<file path="src/rtl/fetch_unit_pkg.sv">
// Shared types and constants for the instruction fetch stage.
package fetch_unit_pkg;

    localparam logic [31:0] RESET_PC_DEFAULT = 32'h0000_0000;
    localparam logic [31:0] NOP_INST         = 32'h0000_0013;

    typedef enum logic [1:0] {
        StBoot  = 2'd0,
        StRun   = 2'd1,
        StFault = 2'd2
    } fetch_state_e;

    typedef struct packed {
        logic [31:0] pc;
        logic [31:0] inst;
    } fetch_entry_t;

    function automatic logic is_misaligned(input logic [31:0] pc);
        return pc[1:0] != 2'b00;
    endfunction

endpackage

</file>
<file path="src/rtl/fetch_unit_fifo.sv">
// Synchronous {pc, inst} buffer between the fetch stage and decode, with flush and occupancy count.
module fetch_unit_fifo
    import fetch_unit_pkg::*;
#(
    parameter int unsigned Depth = 2
) (
    input  logic                         i_clk,
    input  logic                         rst_n,
    input  logic                         i_flush,
    input  logic                         i_push,
    input  fetch_entry_t                 i_wdata,
    input  logic                         i_pop,
    output fetch_entry_t                 o_rdata,
    output logic                         o_empty,
    output logic [$clog2(Depth+1)-1:0]   o_count
);
    localparam int unsigned PtrW = (Depth > 1) ? $clog2(Depth) : 1;
    localparam int unsigned CntW = $clog2(Depth + 1);

    fetch_entry_t    mem_q [Depth];
    fetch_entry_t    mem_d [Depth];
    logic [PtrW-1:0] wr_ptr_q, wr_ptr_d;
    logic [PtrW-1:0] rd_ptr_q, rd_ptr_d;
    logic [CntW-1:0] cnt_q, cnt_d;
    logic            full;
    logic            do_push;
    logic            do_pop;

    assign full    = cnt_q == CntW'(Depth);
    assign o_empty = cnt_q == '0;
    assign o_count = cnt_q;
    assign o_rdata = mem_q[rd_ptr_q];
    assign do_push = i_push && (!full || i_pop);
    assign do_pop  = i_pop && !o_empty;

    // Depth is a power of two, so pointers wrap naturally.
    always_comb begin
        mem_d    = mem_q;
        wr_ptr_d = wr_ptr_q;
        rd_ptr_d = rd_ptr_q;
        cnt_d    = cnt_q;
        if (i_flush) begin
            wr_ptr_d = '0;
            rd_ptr_d = '0;
            cnt_d    = '0;
        end else begin
            if (do_push) begin
                mem_d[wr_ptr_q] = i_wdata;
                wr_ptr_d        = wr_ptr_q + PtrW'(1);
            end
            if (do_pop) begin
                rd_ptr_d = rd_ptr_q + PtrW'(1);
            end
            if (do_push && !do_pop) begin
                cnt_d = cnt_q + CntW'(1);
            end else if (do_pop && !do_push) begin
                cnt_d = cnt_q - CntW'(1);
            end
        end
    end

    always_ff @(posedge i_clk or negedge rst_n) begin
        if (!rst_n) begin
            wr_ptr_q <= '0;
            rd_ptr_q <= '0;
            cnt_q    <= '0;
        end else begin
            wr_ptr_q <= wr_ptr_d;
            rd_ptr_q <= rd_ptr_d;
            cnt_q    <= cnt_d;
        end
    end

    always_ff @(posedge i_clk) begin
        mem_q <= mem_d;
    end

endmodule

</file>
<file path="src/rtl/fetch_unit.sv">
// Instruction fetch stage: owns the PC, issues credit-limited pipelined imem requests, buffers
// responses toward decode and drops responses made stale by redirects.
module fetch_unit
    import fetch_unit_pkg::*;
#(
    parameter logic [31:0] RESET_PC   = RESET_PC_DEFAULT,
    parameter int unsigned FIFO_DEPTH = 2,
    parameter logic [31:0] NOP        = NOP_INST
) (
    input  logic        i_clk,
    input  logic        rst_n,
    output logic        o_imem_req,
    output logic [31:0] o_imem_addr,
    input  logic        i_imem_gnt,
    input  logic        i_imem_rvalid,
    input  logic [31:0] i_imem_rdata,
    input  logic        i_redirect,
    input  logic [31:0] i_redirect_pc,
    input  logic        i_ready,
    output logic        o_valid,
    output logic [31:0] o_inst,
    output logic [31:0] o_pc,
    output logic        o_misaligned
);
    localparam int unsigned PtrW    = (FIFO_DEPTH > 1) ? $clog2(FIFO_DEPTH) : 1;
    localparam int unsigned CntW    = $clog2(FIFO_DEPTH + 1);
    localparam int unsigned CreditW = CntW + 1;
    localparam logic [CreditW-1:0] Credit = CreditW'(FIFO_DEPTH);

    fetch_state_e    state_q, state_d;
    logic [31:0]     pc_q, pc_d;
    logic [CntW-1:0] outs_q, outs_d;
    logic [CntW-1:0] disc_q, disc_d;
    logic [31:0]     pend_q [FIFO_DEPTH];
    logic [31:0]     pend_d [FIFO_DEPTH];
    logic [PtrW-1:0] pend_wr_q, pend_wr_d;
    logic [PtrW-1:0] pend_rd_q, pend_rd_d;

    logic            grant;
    logic            rsp_any;
    logic            rsp_live;
    logic            fifo_push;
    logic            fifo_pop;
    logic            fifo_empty;
    logic [CntW-1:0] fifo_count;
    fetch_entry_t    fifo_wdata;
    fetch_entry_t    fifo_head;

    // Outstanding includes discarded requests, so a response always finds FIFO space.
    assign o_imem_req  = (state_q == StRun) &&
                         (({1'b0, outs_q} + {1'b0, fifo_count}) < Credit);
    assign o_imem_addr = {pc_q[31:2], 2'b00};
    assign grant       = o_imem_req && i_imem_gnt;
    assign rsp_any     = i_imem_rvalid && (outs_q != '0);
    assign rsp_live    = rsp_any && (disc_q == '0);
    assign fifo_push   = rsp_live && !i_redirect;
    assign fifo_pop    = (state_q == StRun) && !fifo_empty && i_ready;
    assign fifo_wdata  = '{pc: pend_q[pend_rd_q], inst: i_imem_rdata};

    fetch_unit_fifo #(
        .Depth (FIFO_DEPTH)
    ) u_fifo (
        .i_clk   (i_clk),
        .rst_n   (rst_n),
        .i_flush (i_redirect),
        .i_push  (fifo_push),
        .i_wdata (fifo_wdata),
        .i_pop   (fifo_pop),
        .o_rdata (fifo_head),
        .o_empty (fifo_empty),
        .o_count (fifo_count)
    );

    always_comb begin
        state_d   = state_q;
        pc_d      = pc_q;
        outs_d    = outs_q;
        disc_d    = disc_q;
        pend_d    = pend_q;
        pend_wr_d = pend_wr_q;
        pend_rd_d = pend_rd_q;

        unique case (state_q)
            StBoot:         state_d = StRun;
            StRun, StFault: state_d = state_q;
            default:        state_d = StBoot;
        endcase

        if (grant) begin
            pc_d              = pc_q + 32'd4;
            outs_d            = outs_d + CntW'(1);
            pend_d[pend_wr_q] = pc_q;
            pend_wr_d         = pend_wr_q + PtrW'(1);
        end
        if (rsp_any) begin
            outs_d = outs_d - CntW'(1);
        end
        if (rsp_live) begin
            pend_rd_d = pend_rd_q + PtrW'(1);
        end else if (rsp_any) begin
            disc_d = disc_q - CntW'(1);
        end

        // Everything still in flight after this cycle becomes stale.
        if (i_redirect) begin
            pc_d      = i_redirect_pc;
            state_d   = is_misaligned(i_redirect_pc) ? StFault : StRun;
            disc_d    = outs_d;
            pend_wr_d = '0;
            pend_rd_d = '0;
        end
    end

    always_ff @(posedge i_clk or negedge rst_n) begin
        if (!rst_n) begin
            state_q   <= StBoot;
            pc_q      <= RESET_PC;
            outs_q    <= '0;
            disc_q    <= '0;
            pend_wr_q <= '0;
            pend_rd_q <= '0;
        end else begin
            state_q   <= state_d;
            pc_q      <= pc_d;
            outs_q    <= outs_d;
            disc_q    <= disc_d;
            pend_wr_q <= pend_wr_d;
            pend_rd_q <= pend_rd_d;
        end
    end

    always_ff @(posedge i_clk) begin
        pend_q <= pend_d;
    end

    always_comb begin
        o_misaligned = 1'b0;
        o_valid      = !fifo_empty;
        o_inst       = fifo_empty ? NOP : fifo_head.inst;
        o_pc         = fifo_empty ? pc_q : fifo_head.pc;
        if (state_q == StFault) begin
            o_misaligned = 1'b1;
            o_valid      = 1'b1;
            o_inst       = NOP;
            o_pc         = pc_q;
        end
    end

    // Leftover responses from before a reset may still land during BOOT.
    rsp_protocol_a: assert property (@(posedge i_clk) disable iff (!rst_n)
        (i_imem_rvalid && state_q != StBoot) |-> (outs_q != '0));

endmodule

</file>
<file path="config.mk">
export PLATFORM = sky130hd
export DESIGN_NAME = fetch_unit
export DESIGN_NICKNAME = d
export VERILOG_FILES = /design/src/rtl/fetch_unit_pkg.sv /design/src/rtl/fetch_unit_fifo.sv /design/src/rtl/fetch_unit.sv
export SDC_FILE = /design/constraint.sdc
export NUM_CORES = 1
export LEC_CHECK = 0
export BUFFER_PORTS_ARGS = -buffer_cell sky130_fd_sc_hd__buf_2
export CORE_MARGIN = 2
export CORE_UTILIZATION = 59
export CTS_BUF_LIST = sky130_fd_sc_hd__clkbuf_8
export DETAILED_ROUTE_END_ITERATION = 10
export PLACE_DENSITY_LB_ADDON = 0.3
export SLEW_MARGIN = 20
export SYNTH_ARGS = -nofsm -noshare
export SYNTH_HDL_FRONTEND = slang
export SYNTH_HIERARCHICAL = 1
export SYNTH_SLANG_ARGS = --single-unit
</file>
<file path="constraint.sdc">
create_clock -name i_clk -period 9.3 [get_ports i_clk]
set_input_delay 1.395 -clock i_clk [delete_from_list [all_inputs] [get_ports i_clk]]
set_output_delay 1.395 -clock i_clk [all_outputs]
set_load 0.02 [all_outputs]
</file>
# Word-level counts from Yosys, hierarchy flattened

Index checks and enable logic that the tools add are counted.

Register bits: 236
Input port bits: 70
Output and inout bits: 99
Word-level logic and storage cells: 115

Add/subtract/negate cells: 11
Order comparisons: 7
Equal/unequal tests: 5
Multiplexer cells: 39
Bitwise operators: 5
Reductions and logical operators: 33

Operators by type and width:

| kind                                               | count |
|---|---|
| two-way mux 32 bit                                 | 10 |
| two-way mux 64 bit                                 | 4 |
| bitwise mux 128 bit                                | 1 |
| bitwise mux 64 bit                                 | 1 |
| demux 64 bit (select 1 bit)                        | 1 |
| adder 32 x 3 -> 32 bit, second input constant      | 1 |
| demux 32 bit (select 1 bit)                        | 1 |
| two-way mux 2 bit                                  | 10 |
| nonzero test 2 bit                                 | 7 |
| logical AND 1 bit                                  | 13 |
| two-way mux 1 bit                                  | 10 |
| >= comparator 2 bit, second input constant         | 4 |
| inverter 1 -> 2 bit                                | 4 |
| logical NOT 2 bit                                  | 3 |
| subtractor 2 x 1 -> 2 bit, second input constant   | 3 |
| logical NOT 1 bit                                  | 5 |
| adder 1 bit, second input constant                 | 4 |
| adder 2 x 1 -> 2 bit, second input constant        | 2 |
| equality test 2 bit, second input constant         | 2 |
| < comparator 2 x 1 -> 1 bit, second input constant | 2 |
| != test 2 bit, second input constant               | 2 |
| case mux 2 bit (2 select lines)                    | 1 |
| AND reduction 2 bit                                | 2 |
| adder 2 x 2 -> 3 bit                               | 1 |
| other kinds (6)                                    | 6 |

# Depth between registers and ports, before layout

Gate-level depths: netlist (run 1).

Depth in word-level cells: 11
Gate-level depth with buffers: 11
Depth with buffers taken out: 11

# Hierarchy

The synthesis (run 1) kept the hierarchy.

Modules (own cells, without submodules):

| module          | times used | cells an instance | area an instance (um^2) | sequential area each (um^2) |
|---|---|---|---|---|
| fetch_unit      | 1          | 477               | 5525.3                  | 2922.8 |
| fetch_unit_fifo | 1          | 222               | 4845.9                  | 3943.8 |

# Worst setup path before layout (run 1)

OpenSTA, ideal clock, no wires.

Kind: input -> register
Start point: input port i_redirect
End point: register u_fifo/mem_q[0] (netlist name) (enable)
Setup time: 578 ps
Data arrival time: 6785 ps
Data required time: 8722 ps
Path slack: 1937 ps
Cell stages on the path: 5
Buffers on the path: 2
Cell sequence: clkbuf_1 clkbuf_1 nor2_1 o31ai_4 nor3b_1

Word-level cells in the longest chain between the ends: 4
Elaborated cells between the ends (all ways): 5
Classes of those cells: 1 x bitwise; 4 x reduce/logical

RTL lines:

| item                                 | RTL line              | RTL |
|---|---|---|
| from (decl)                          | fetch_unit.sv:17      | `input logic i_redirect,` |
| logical NOT 1 bit                    | fetch_unit.sv:56      | `assign fifo_push = rsp_live && !i_redirect;` |
| logical AND 1 bit                    | fetch_unit.sv:56      |  |
| via fifo_push                        | fetch_unit.sv:42      | `logic fifo_push;` |
| logical AND 1 bit                    | fetch_unit_fifo.sv:33 | `assign do_push = i_push && (!full \|\| i_pop);` |
| AND reduction 2 bit (no source line) | --                    |  |
| to (signal assigned)                 | fetch_unit_fifo.sv:75 | `mem_q <= mem_d;` |
| to (decl)                            | fetch_unit_fifo.sv:20 | `fetch_entry_t mem_q [Depth];` |

The timed path passes the listed nets, and every way through them passes these cells.
A chain may end at the register's enable or synchronous reset.

==> results of run 1 <==
==> worst max-delay path by stage <==
stage,start,end,slack [ps],cells after the start
2_1_floorplan,i_redirect,u_fifo/mem_q[0]$_DFFE_PP_,1940,5
3_3_place_gp,i_imem_rvalid,u_fifo/mem_q[10]$_DFFE_PP_,5270,7
3_5_place_dp,i_imem_rvalid,u_fifo/mem_q[8]$_DFFE_PP_,5220,7
4_1_cts,u_fifo/rd_ptr_q$_DFFE_PN0P_,o_inst[4],5210,4
5_1_grt,state_q[0]$_DFFE_PN0P_,o_pc[0],5120,6
6_report,u_fifo/rd_ptr_q$_DFFE_PN0P_,o_pc[1],5240,4
==> per-layer routing <==
| layer | global-route usage, % | share of wire [%] | wire length (um) | up-vias |
|---|---|---|---|---|
| met3 | 5.00 | 6.8 | 1470 | 44 |
| met1 | 30.1 | 42 | 9070 | 3100 |
| li1 | - | - | - | 2892 |
| met5 | 0 | 0 | 0 | - |
| met4 | 9.09 | 2.4 | 531 | 0 |
| met2 | 38.9 | 49 | 10700 | 262 |
==> sequential cells by signal, summed over array words and instances, names as in the netlist, 2 cells and up <==
register,count
disc_q,2
outs_q,2
pc_q,32
pend_q,64
state_q,2
u_fifo/mem_q,128
u_fifo/o_count,2
==> Yosys cell counts, drive strengths merged, types with 2 or more instances <==
| library cell | number | area share, % |
|---|---|---|
| o31ai | 12 | 1.0 |
| edfxtp | 192 | 56 |
| nor2b | 3 | 0.18 |
| clkbuf | 21 | 0.76 |
| and2 | 33 | 2.0 |
| nor3 | 5 | 0.24 |
| or4 | 19 | 1.4 |
| nor2 | 28 | 1.0 |
| nand3 | 17 | 0.82 |
| ha | 7 | 0.84 |
| inv | 13 | 0.47 |
| o21ai | 23 | 1.1 |
| dfrtp | 44 | 11 |
| xor2 | 8 | 0.68 |
| a21oi | 2 | 0.097 |
| a31oi | 16 | 0.97 |
| or3 | 9 | 0.54 |
| o211ai | 3 | 0.22 |
| nand4 | 6 | 0.36 |
| nor3b | 4 | 0.29 |
| xnor2 | 8 | 0.68 |
| and4 | 3 | 0.25 |
| buf | 45 | 3.1 |
| nand2 | 30 | 1.1 |
| mux2i | 5 | 0.48 |
| mux2 | 128 | 14 |
==> power by group through the flow <==
stage	sequential, uW	combinational (uW)	clock (uW)
floorplan	1270	314	0
global placement	1290	403	0
detailed placement	1290	419	0
CTS	1270	421	798
global route	1280	449	847
finish	1270	417	777
==> critical path, stage by stage, from the launching register on <==
cell                      delay [ps]
sky130_fd_sc_hd__dfrtp_2         540
sky130_fd_sc_hd__buf_4           660
sky130_fd_sc_hd__mux2_2          410
sky130_fd_sc_hd__mux2_2          300
sky130_fd_sc_hd__buf_2           170
==> cell families (layout without fill, tap and decap cells) <==
family                     Yosys count  after routing  share of synthesized area, %
and+or+nand+nor                    164            164                          8.73
DFF                                236            236                          66.2
adders and majority gates            8              8                          1.04
AOI/OAI and AO/OA                   62             62                          3.87
muxes                              133            133                          14.4
xor gates and xnor gates            16             16                          1.35
buffers and inverters               79            252                          4.38
other                                1              2                        0.0362
==> per-stage QoR <==
step | hold WS (ps) | total power (uW) | setup slack [ps] | std cells
3_3_place_gp | 494 | 1690 | 5270 | 1032
5_1_grt | 539 | 2580 | 5120 | 1098
3_5_place_dp | 495 | 1710 | 5220 | 1032
4_1_cts | 518 | 2490 | 5210 | 1098
2_1_floorplan | 456 | 1580 | 1940 | 700
6_report | 520 | 2470 | 5240 | 1098
==> cell type report <==
cell class / instances / area share [%]
multi-input cells: 385 / 26.0
inverters: 13 / 0.413
clock inverters: 25 / 0.825
repair buffers: 173 / 7.49
flip-flops and latches: 236 / 58.1
clock buffers: 41 / 4.77
well taps: 225 / 2.38
==> results.txt, run 1 <==
- The flow ran to the end, and the final reports show no timing, DRC or antenna violations.
* Register-to-register path setup slack: 5830 ps
* Required arrival time at the worst endpoint: 7910 ps
- Measured in cells, the most critical reg-to-reg path has a length of 6.
- In the synthesized netlist the dominant register cell turns out to be sky130_fd_sc_hd__edfxtp_1.
* Worst slew margin relative to its limit: 27.2%
- The floorplan has 48 rows.
* Overall routed net length: 21800 um
- Dividing the detail-routed wire length by the instance count gives 19.8 um.
- Buffers inserted during clock tree synthesis total 38.
* Placed cell area: 0.0112 mm^2
- Hold bufs inserted after CTS: 0
- The worst setup path is launched from a register.
- The H-tree generated during clock tree synthesis spans 2 levels.
- Summing all multi-input logic gate instances after layout gives 0.00308 mm^2.
* Starting DRT DRC Count: 412
- Of the available clock period, the critical path in the final layout requires 43.6%.
- The first global-routing pass estimated 33100 um of wire.
* Synthesis Warnings: 6
- Leakage power: 0.00444 uW
- Maximum number of pins on one net before global-route repair: 66
* Final Hold Fails: 0
- After legalization and detailed placement, the total HPWL measured 13900 um.
- Of the synthesized area, sequential elements account for 66.2%.
- Buffers added on ports: 166
* Maximum clock path buffer count: 3
- The tightest min-delay check is of the reg2reg type.
* Share of total power in combinational logic: 16.9%
* Setup repair after global routing missed its margin: no
* Clock insertion delay at the later pin of the skew report: 520 ps
- Overflow left after global routing: 0
- Worst min-delay path startpoint: pc_q[0]$_DFFE_PN0P_
- Sequential standard cell area: 0.00687 mm^2
- Total clock sinks: 236
* Arrival time at the worst endpoint: 2660 ps
* Startpoint of the worst-slack reg-to-reg timing path: u_fifo/o_count[0]$_DFFE_PN0P_
- Sequential group share of total power: 51.6%
- In the final timing run, aggregate negative setup slack is 0 ps.
- Layout filler cell count: 1218
* Max frequency: 246 MHz
- The tree is rooted in a sky130_fd_sc_hd__clkbuf_8.
- Dividing total power by cell area gives a power density of 209 mW/mm^2.
- The routed layout has 6298 vias.
- Total routing usage reported by global routing: 23.3%
* Initial core utilization: 60.2%
- Slew Limit Fails: 0
* Clk pin slew, worst setup/hold paths: 60 ps
* Antenna cells: 0
* Switching Power: 676 uW
* Unique cell type count in the Yosys netlist: 45
- At the end of the flow the core is filled with cells to 68.6%.
* Die Area: 0.0187 mm^2
- In this run the standard cell core region covers 0.0172 mm^2.
- The via count of the first global-routing pass is 6444.
- After detailed routing, the number of remaining DRC violations is 0.
- IR analysis of the VDD net gives a maximum drop of 154 uV.
- Final instance area: 0.0118 mm^2
- Crit Reg-Reg Endpoint: pc_q[26]$_DFFE_PN0P_
- After detailed routing, the number of vias per cell comes to 5.74.
* CP max FO: 55
* CP Class: reg2out
- Worst hold path endpoint: pend_q[32]$_DFFE_PP_
- In the synthesized netlist the async set-or-reset flop fraction comes to 18.6%.
- Routability-driven placement finished with a final weighted congestion of 0.790.
* Die X-Extent: 137 um
* Final setup violation count: 0
- TritonCTS built the clock tree.
- In this run, synthesis inferred 192 flip-flops with an integrated enable.
- At the end of the flow, the number of nets in the layout was 925.
- The die is 137 um tall.
- Synthesized area divided by synthesized cell count: 14.8 um^2
- Post-cts gate resize count: 0
- Max-cap violations in this run came to 0.
* First-pass iteration count of the detailed router: 4
* Boundary Pins: 169
- The area growth from synthesis to layout is 14.0%.
- After layout, the minimum clock period comes to 4060 ps.
* Initial antenna violation count: 0
* Clock network fraction of design power: 31.5%
* Element type at the critical path end: primary output
* Setup repair bufs after CTS: 0
- The synthesized netlist occupies a cell area of 0.0104 mm^2.
- Post-detailed-route count of antenna-violating nets: 0
- Measured slew at the worst slew-check pin: 1090 ps
* Internal power: 1790 uW
- Leaving out fill and tap cells, the most frequent cell in the layout is sky130_fd_sc_hd__edfxtp_1.
- The top cell types in the final layout, fill and taps aside, are sky130_fd_sc_hd__edfxtp_1, sky130_fd_sc_hd__buf_2, sky130_fd_sc_hd__mux2_2, sky130_fd_sc_hd__dfrtp_1, sky130_fd_sc_hd__clkbuf_8.
- Mapped Cells: 699
- Switching share of power: 27.4%
* Fraction of layout instances using a drive strength above 1: 40.3%
* Worst clock skew: 11.8 ps
- Counting flops and latches in the post-synthesis netlist gives 236.
* Hold Path Depth: 0
Note: power is estimated with default switching activity, not from simulation.
==> inputs of run 2 (changes only) <==
--- a/config.mk
+++ b/config.mk
@@ -7,7 +7,7 @@
 export LEC_CHECK = 0
 export BUFFER_PORTS_ARGS = -buffer_cell sky130_fd_sc_hd__buf_2
 export CORE_MARGIN = 2
-export CORE_UTILIZATION = 59
+export CORE_UTILIZATION = 53
 export CTS_BUF_LIST = sky130_fd_sc_hd__clkbuf_8
 export DETAILED_ROUTE_END_ITERATION = 10
 export PLACE_DENSITY_LB_ADDON = 0.3
==> constraint.sdc (replaced) <==
create_clock -name i_clk -period 3.7 [get_ports i_clk]
set_input_delay 0.555 -clock i_clk [delete_from_list [all_inputs] [get_ports i_clk]]
set_output_delay 0.555 -clock i_clk [all_outputs]
set_load 0.02 [all_outputs]
==> run 2 against run 1 <==
Compared with the run above:
- non-clock buffer count is 10 higher
- routed wire length is 2.9% higher
- flip-flop and latch count stayed put
- final cell count is 5.0% higher
- first-iteration DRC count is 12% higher
- register-to-register slack worse by 5200 ps
- combinational power grew to 2.6 times the previous value
- via count is 2.1% higher
- global-route usage is 1.8 points lower
- critical path type is now reg2reg
- highest routed layer unchanged
==> results.txt, run 2 (synthesized netlist as in run 1, its figures left out) <==
- The slew at the pin with the worst max-slew slack came to 1060 ps (was 1090 ps).
- Die Area: 0.0207 mm^2 (was 0.0187 mm^2)
* Buffers added on ports: 166 (unchanged)
* Final Hold Fails: 0 (unchanged)
- Leading cell type in the layout, fill and taps excluded: sky130_fd_sc_hd__edfxtp_1 (unchanged)
- The starting utilization of the core area is 53.6% (was 60.2%).
- The highest net fanout along the worst path is 16 (was 55).
- # placed instances: 1082 (was 1032)
- Total clock sinks: 236 (unchanged)
- The overflow left after global routing was 0 (unchanged).
- Run status: completed (unchanged).
- The post-route clock skew was 25.6 ps (was 11.8 ps).
* Area added between synthesis and finish: 16.3% (was 14.0%)
- The capture point of the critical path was pc_q[26]$_DFFE_PN0P_ (was o_pc[1]).
- Clk pin slew, worst setup/hold paths: 60 ps (about the same)
* Element type at the critical path end: register (was primary output)
- The number of DRC markers after the initial detailed-route iteration was 463 (was 412).
* CP Class: reg2reg (was reg2out)
- The cell count along the critical path was 6 (was 4).
- The via count of the first global-routing pass came to 6653 (was 6444).
- The data required time of the critical path is 4130 ps (was 7910 ps).
- The number of inserted diodes came to 0 (unchanged).
- CP max-delay cell: sky130_fd_sc_hd__or4_1 (was sky130_fd_sc_hd__buf_4)
* Crit Reg-Reg Endpoint: pc_q[26]$_DFFE_PN0P_ (unchanged)
- The post-cts sizing count is 0 (unchanged).
* Worst slew margin relative to its limit: 29.0% (was 27.2%)
- The total of hold buffers inserted after clock tree synthesis was 0 (unchanged).
- Area taken by multi-input logic gates: 0.00309 mm^2 (was 0.00308 mm^2)
* Register-to-register path setup slack: 600 ps (was 5830 ps)
* Placement row count: 51 (was 48)
- The worst hold margin came to 50.6 ps (was 520 ps).
* Power Dens Cells: 529 mW/mm^2 (was 209 mW/mm^2)
* Worst Hold Class: in2async (was reg2reg)
- Maximum clock path buffer count: 3 (unchanged)
- Number of nets in the finished design: 936 (was 925)
- The register bank with the most flops is u_fifo/mem_q (unchanged).
- Final HPWL from detailed placement: 14500 um (was 13900 um)
- Max frequency: 323 MHz
* Core region area: 0.0193 mm^2 (was 0.0172 mm^2)
* Root cell of the clock tree: sky130_fd_sc_hd__clkbuf_8 (unchanged)
- The largest voltage drop on the vdd net came to 325 uV (was 154 uV).
* TritonCTS clock tree: done (unchanged)
- Startpoint kind of the worst setup timing path: register (unchanged)
- Setup repair after global routing missed its margin: no (unchanged)
- The number of flip-flops under the largest register name was 128 (unchanged).
- First-pass iteration count of the detailed router: 5 (was 4)
* Maximum number of pins on one net before global-route repair: 47 (was 66)
- Final setup violation count: 0 (unchanged)
- Layout filler cell count: 1497 (was 1218)
* Minimum clock period: 3100 ps
- Most frequent cells in the layout: sky130_fd_sc_hd__edfxtp_1, sky130_fd_sc_hd__buf_2, sky130_fd_sc_hd__mux2_2, sky130_fd_sc_hd__clkbuf_8, sky130_fd_sc_hd__dfrtp_1 (was sky130_fd_sc_hd__edfxtp_1, sky130_fd_sc_hd__buf_2, sky130_fd_sc_hd__mux2_2, sky130_fd_sc_hd__dfrtp_1, sky130_fd_sc_hd__clkbuf_8).
- The first-pass GRT wire length was 34200 um (was 33100 um).
- Critical path, cell by cell: and2_1, fa_1, nand4bb_1, or4_1, or4_1, a31oi_1 (was buf_4, mux2_2, mux2_2, buf_2).
- The worst path buffer plus inverter count came to 0 (was 2).
* Total number of vias: 6431 (was 6298)
- The chip height came to 144 um (was 137 um).
- Slew Limit Fails: 0 (unchanged)
- The register area is 0.00687 mm^2 (unchanged).
- Cell occurring most often along the worst timing path: sky130_fd_sc_hd__or4_1 (was sky130_fd_sc_hd__mux2_2)
- Arrival time at the worst endpoint: 3530 ps (was 2660 ps)
* Per-cell via count in the routed design: 5.58 (was 5.74)
- Clock insertion delay at the later pin of the skew report: 520 ps (about the same)
* Worst setup path startpoint: u_fifo/o_count[0]$_DFFE_PN0P_ (was u_fifo/rd_ptr_q$_DFFE_PN0P_)
* Total clock buffers created by CTS: 39 (was 38)
- Post-detailed-route count of antenna-violating nets: 0 (unchanged)
- Overall routed net length: 22400 um (was 21800 um)
- The overall global routing resource usage is 21.5% (was 23.3%).
- The number of buffers inserted to repair setup after CTS is 0 (unchanged).
- The delay of the slowest cell on the worst path came to 810 ps (was 660 ps).
* Wire length per cell: 19.4 um (was 19.8 um)
* Fraction of layout instances using a drive strength above 1: 41.6% (was 40.3%)
- Final cell count without fillers: 1153 (was 1098)
- The count of cells along the worst register-to-register path came to 6 (unchanged).
- Final worst-path cycle share: 83.7%
* Die X-Extent: 144 um (was 137 um)
- The final RePlAce weighted congestion is 0.886 (was 0.790).
- Post-route total power: 6380 uW (was 2470 uW)
- Total negative setup slack: 0 ps (unchanged)
- The number of antenna violations at the first check in global routing is 0 (unchanged).
- The utilization of the core after routing came to 62.4% (was 68.6%).
- Number of H-tree branching levels: 2 (unchanged)
* Startpoint of the worst-slack reg-to-reg timing path: u_fifo/o_count[0]$_DFFE_PN0P_ (unchanged)
- The total DRC errors in the routed layout was 0 (unchanged).
- Dominant delay contributor by cell family on the critical path: simple AND/OR/NAND/NOR gates (was buffers and inverters)
- The leakage component of the power came to 0.00454 uW (was 0.00444 uW).
* Boundary Pins: 169 (unchanged)
- Top Registers: u_fifo/mem_q: 128 flops, pend_q: 64 flops, pc_q: 32 flops (unchanged)
- Number of max-cap violations: 0 (unchanged)
==> run 2: worst min path at each step <==
stage | slack [ps] | end | cells past startpoint | startpoint
3_5_place_dp | 510 | pend_q[63]$_DFFE_PP_ | 0 | pc_q[31]$_DFFE_PN0P_
6_report | 50 | pc_q[21]$_DFFE_PN0P_ | 1 | rst_n
2_1_floorplan | 260 | disc_q[0]$_DFFE_PN0P_ | 0 | rst_n
5_1_grt | 70 | u_fifo/wr_ptr_q$_DFFE_PN0P_ | 1 | rst_n
3_3_place_gp | 500 | pend_q[0]$_DFFE_PP_ | 0 | pc_q[0]$_DFFE_PN0P_
4_1_cts | 200 | u_fifo/mem_q[30]$_DFFE_PP_ | 1 | i_imem_rdata[30]
==> run 2: final cells by class <==
cell class                 count  share of cell area [%]
clock buffer                  46                    5.25
clock inverter                25                   0.871
inverter                      13                   0.404
multi-input combinational    385                    25.6
sequential                   236                    56.9
tap                          265                    2.75
timing repair buffer         183                    8.17
==> run 2: report_power, final <==
part	internal (uW)	switching [uW]	total (uW)
clock network	1130	976	2110
logic	453	629	1080
registers	3050	143	3190
total	4640	1750	6380
==> run 2: metal layers <==
| layer | GRT usage (%) | wire (um) | share of wire (%) |
|---|---|---|---|
| met5 | 0 | 0 | 0 |
| met4 | 6.76 | 393 | 1.8 |
| met3 | 5.20 | 1710 | 7.6 |
| met2 | 36.1 | 10900 | 49 |
| met1 | 27.8 | 9360 | 42 |
==> run 2: per-stage QoR <==
stage / setup slack, ps / cell area (um^2)
after global routing: 505 / 12100
final: 604 / 12100
after floorplan: 289 / 10400
after global placement: 791 / 11300
after CTS: 623 / 12100
after detailed placement: 655 / 11300
==> inputs of run 3 (changes only) <==
--- a/config.mk
+++ b/config.mk
@@ -7,7 +7,7 @@
 export LEC_CHECK = 0
 export BUFFER_PORTS_ARGS = -buffer_cell sky130_fd_sc_hd__buf_2
 export CORE_MARGIN = 2
-export CORE_UTILIZATION = 53
+export CORE_UTILIZATION = 59
 export CTS_BUF_LIST = sky130_fd_sc_hd__clkbuf_8
 export DETAILED_ROUTE_END_ITERATION = 10
 export PLACE_DENSITY_LB_ADDON = 0.3
==> constraint.sdc (replaced) <==
create_clock -name i_clk -period 3 [get_ports i_clk]
set_input_delay 0.45 -clock i_clk [delete_from_list [all_inputs] [get_ports i_clk]]
set_output_delay 0.45 -clock i_clk [all_outputs]
set_load 0.02 [all_outputs]
==> run 3 against run 2 <==
Compared with the run above:
- worst hold slack gained 68 ps
- sequential power grew 23%
- critical path depth is the same
- final cell count shrank 3.8%
- clock skew grew 0.86 ps
- register-to-register slack lost 470 ps
- cell area is essentially flat
- flip-flop and latch count is the same
- via count shrank 0.90%
- clock power grew 18%
- combinational power grew 30%
==> results.txt, run 3 (synthesized netlist as in run 1, its figures left out) <==
- Number of nets in the finished design: 936 (unchanged)
- Max frequency: 348 MHz (was 323 MHz)
* Global placement routability congestion: 0.886 (about the same)
* Fraction of layout instances using a drive strength above 1: 42.2% (was 41.6%)
* Arrival time at the worst endpoint: 3300 ps (was 3530 ps)
* Worst setup path endpoint: pc_q[29]$_DFFE_PN0P_ (was pc_q[26]$_DFFE_PN0P_)
* Required arrival time at the worst endpoint: 3430 ps (was 4130 ps)
- The slew at the pin with the worst max-slew slack came to 736 ps (was 1060 ps).
* Maximum number of pins on one net before global-route repair: 55 (was 47)
- The fill cell instance count of the final layout came to 1211 (was 1497).
- The count of final hold-check violations was 0 (unchanged).
- Root cell of the clock tree: sky130_fd_sc_hd__clkbuf_8 (unchanged)
* Leakage power: 0.00453 uW (was 0.00454 uW)
- Die X-Extent: 137 um (was 144 um)
- # placed instances: 1041 (was 1082)
- Register-to-register path setup slack: 130 ps (was 600 ps)
- TritonCTS clock tree: done (unchanged)
- The routed length on met2 came to 10600 um (was 10900 um).
- The worst path buffer plus inverter count came to 0 (unchanged).
- The total met3 wirelength after detailed routing came to 1800 um (was 1710 um).
* Leading cell type in the layout, fill and taps excluded: sky130_fd_sc_hd__edfxtp_1 (unchanged)
- The count of buffers from port buffering came to 166 (unchanged).
- The number of routed nets with antenna violations was 0 (unchanged).
- The post-place instance area is 0.0113 mm^2 (about the same).
* CP max FO: 18 (was 16)
* Final setup violation count: 0 (unchanged)
- DRC violation count after routing: 0 (unchanged)
* Maximum clock path buffer count: 3 (unchanged)
- Top Registers: u_fifo/mem_q: 128 flops, pend_q: 64 flops, pc_q: 32 flops (unchanged)
* Clk pin slew, worst setup/hold paths: 60 ps (about the same)
* Dpl ws: 21.1 ps (was 655 ps)
- The number of buffers created by CTS was 38 (was 39).
- Clock insertion delay at the later pin of the skew report: 530 ps (was 520 ps)
- Global-route wire length before repair: 32900 um (was 34200 um)
* Total routing usage reported by global routing: 23.2% (was 21.5%)
- Vertical die dimension: 137 um (was 144 um)
* Largest Register: u_fifo/mem_q (unchanged)
* Number of logic stages on the critical path including buffering: 6 (unchanged)
* First-pass iteration count of the detailed router: 5 (unchanged)
- The final wirelength came to 21600 um (was 22400 um).
* Final cell count without fillers: 1109 (was 1153)
* Flip-flop count of the largest register after layout: 128 (unchanged)
- Initial antenna violation count: 0 (unchanged)
- The utilization of the core after routing was 70.0% (was 62.4%).
- The estimated wirelength of the detail-placed design came to 14000 um (was 14500 um).
* Worst ir drop on vdd: 408 uV (was 325 uV)
- The worst hold path begins at i_imem_rdata[30].
- Critical path, cell by cell: and2_1, fa_1, nand4bb_1, or4_4, or4_1, a31oi_1 (was and2_1, fa_1, nand4bb_1, or4_1, or4_1, a31oi_1)
- Wire length per cell: 19.5 um (was 19.4 um)
* Crit Reg-Reg Endpoint: pc_q[29]$_DFFE_PN0P_ (was pc_q[26]$_DFFE_PN0P_)
* Worst setup path startpoint: outs_q[0]$_DFF_PN0_ (was u_fifo/o_count[0]$_DFFE_PN0P_)
* Worst clock skew: 26.5 ps (was 25.6 ps)
- The starting utilization of the core area came to 60.2% (was 53.6%).
- Antenna cells: 0 (unchanged)
* Per-cell via count in the routed design: 5.75 (was 5.58)
* Via count of the first global-routing pass: 6481 (was 6653)
* CP max-delay cell: sky130_fd_sc_hd__or4_4 (was sky130_fd_sc_hd__or4_1)
- The overflow left after global routing is 0 (unchanged).
- Slew Limit Fails: 0 (unchanged)
- The floorplan die area came to 0.0187 mm^2 (was 0.0207 mm^2).
* Startpoint of the worst-slack reg-to-reg timing path: outs_q[0]$_DFF_PN0_ (was u_fifo/o_count[0]$_DFFE_PN0P_)
- Boundary Pins: 169 (unchanged)
* Final instance area: 0.0121 mm^2 (about the same)
- The worst setup margin was 130 ps (was 604 ps).
- Worst Hold Class: in2reg (was in2async)
- The delay of the slowest cell on the worst path is 690 ps (was 810 ps).
- The minimum clock period was 2870 ps (was 3100 ps).
- The highest signal layer in the routed design is met4 (unchanged).
- Total number of vias: 6373 (was 6431)
- Placement row count: 48 (was 51)
* Core region area: 0.0172 mm^2 (was 0.0193 mm^2)
- CP Class: reg2reg (unchanged)
- The synthesis-to-layout area growth was 16.3% (about the same).
- The power density normalized to cell area came to 648 mW/mm^2 (was 529 mW/mm^2).
- Element type at the critical path end: register (unchanged)
- The count of max-cap constraint violations came to 0 (unchanged).
- Number of cells on the worst reg-to-reg path: 6 (unchanged)
- Most frequent cells in the layout: sky130_fd_sc_hd__edfxtp_1, sky130_fd_sc_hd__buf_2, sky130_fd_sc_hd__mux2_2, sky130_fd_sc_hd__dfrtp_1, sky130_fd_sc_hd__clkbuf_8 (was sky130_fd_sc_hd__edfxtp_1, sky130_fd_sc_hd__buf_2, sky130_fd_sc_hd__mux2_2, sky130_fd_sc_hd__clkbuf_8, sky130_fd_sc_hd__dfrtp_1)
* Routed length on met1: 8550 um (was 9360 um)
* Startpoint kind of the worst setup timing path: register (unchanged)
- Run status: completed (unchanged)
- The relative max-transition margin was 50.9% (was 29.0%).
- Dominant delay contributor by cell family on the critical path: simple AND/OR/NAND/NOR gates (unchanged)
- Total clock sinks: 236 (unchanged)
* Final worst-path cycle share: 95.7% (was 83.7%)
- Starting DRT DRC Count: 426 (was 463)
- Setup repair after global routing missed its margin: no (unchanged)
- Number of H-tree branching levels: 2 (unchanged)
-- run 3: cell types whose count changed in the layout (fill, tap and decap cells not counted), sizes merged --
cell,change
clkbuf,-6
inv,-3
clkinvlp,+1
bufinv,+1
clkinv,+2
dlygate4sd3,+1
-- run 3: area by class of cell --
type	instances	area [um^2]	area share, %
clock buffer	40	551	4.56
clock inverter	26	136	1.13
inverter	13	48.8	0.405
multi-input combinational	385	3130	26.0
sequential	236	6870	56.9
tap	225	282	2.33
timing repair buffer	184	1050	8.67
-- run 3: power breakdown --
group | total, uW | internal [uW] | switching [uW] | leakage (uW)
Combinational | 1400 | 595 | 801 | 0.00187
Sequential | 3930 | 3760 | 161 | 0.00225
Clock | 2500 | 1320 | 1180 | 0.000404
Total | 7820 | 5680 | 2140 | 0.00453
-- run 3: what timing repair did --
| action | CTS | global route |
|---|---|---|
| endpoints found under the setup margin | 15 | 0 |
| hold endpoints to repair | 0 | 44 |
| hold buffers | 0 | 1 |
| gates resized for setup | 2 | 0 |
| setup buffers | 1 | 0 |
-- run 3: metal layers --
layer  track usage (%)  vias up
met3              5.52       62
li1                  -     2933
met2              38.9      280
met1              29.0     3098
met5                 0        -
met4              9.72        0
-- run 3: how the worst min path moves through the flow --
stage / to / slack [ps] / depth (start not counted)
after global routing: u_fifo/mem_q[6]$_DFFE_PP_ / 90 / 1
final: u_fifo/mem_q[94]$_DFFE_PP_ / 120 / 1
after global placement: pend_q[1]$_DFFE_PP_ / 480 / 0
after floorplan: disc_q[0]$_DFFE_PN0P_ / 150 / 0
after detailed placement: pend_q[33]$_DFFE_PP_ / 480 / 0
after CTS: u_fifo/mem_q[4]$_DFFE_PP_ / 90 / 1
-- run 3: through the flow --
stage          total power (uW)  TNS [ps]  hold WS, ps
2_1_floorplan              4940    -15230          154
3_3_place_gp               5300         0          484
3_5_place_dp               5370         0          484
4_1_cts                    7890         0         85.3
5_1_grt                    8150         0         92.1
6_report                   7820         0          118
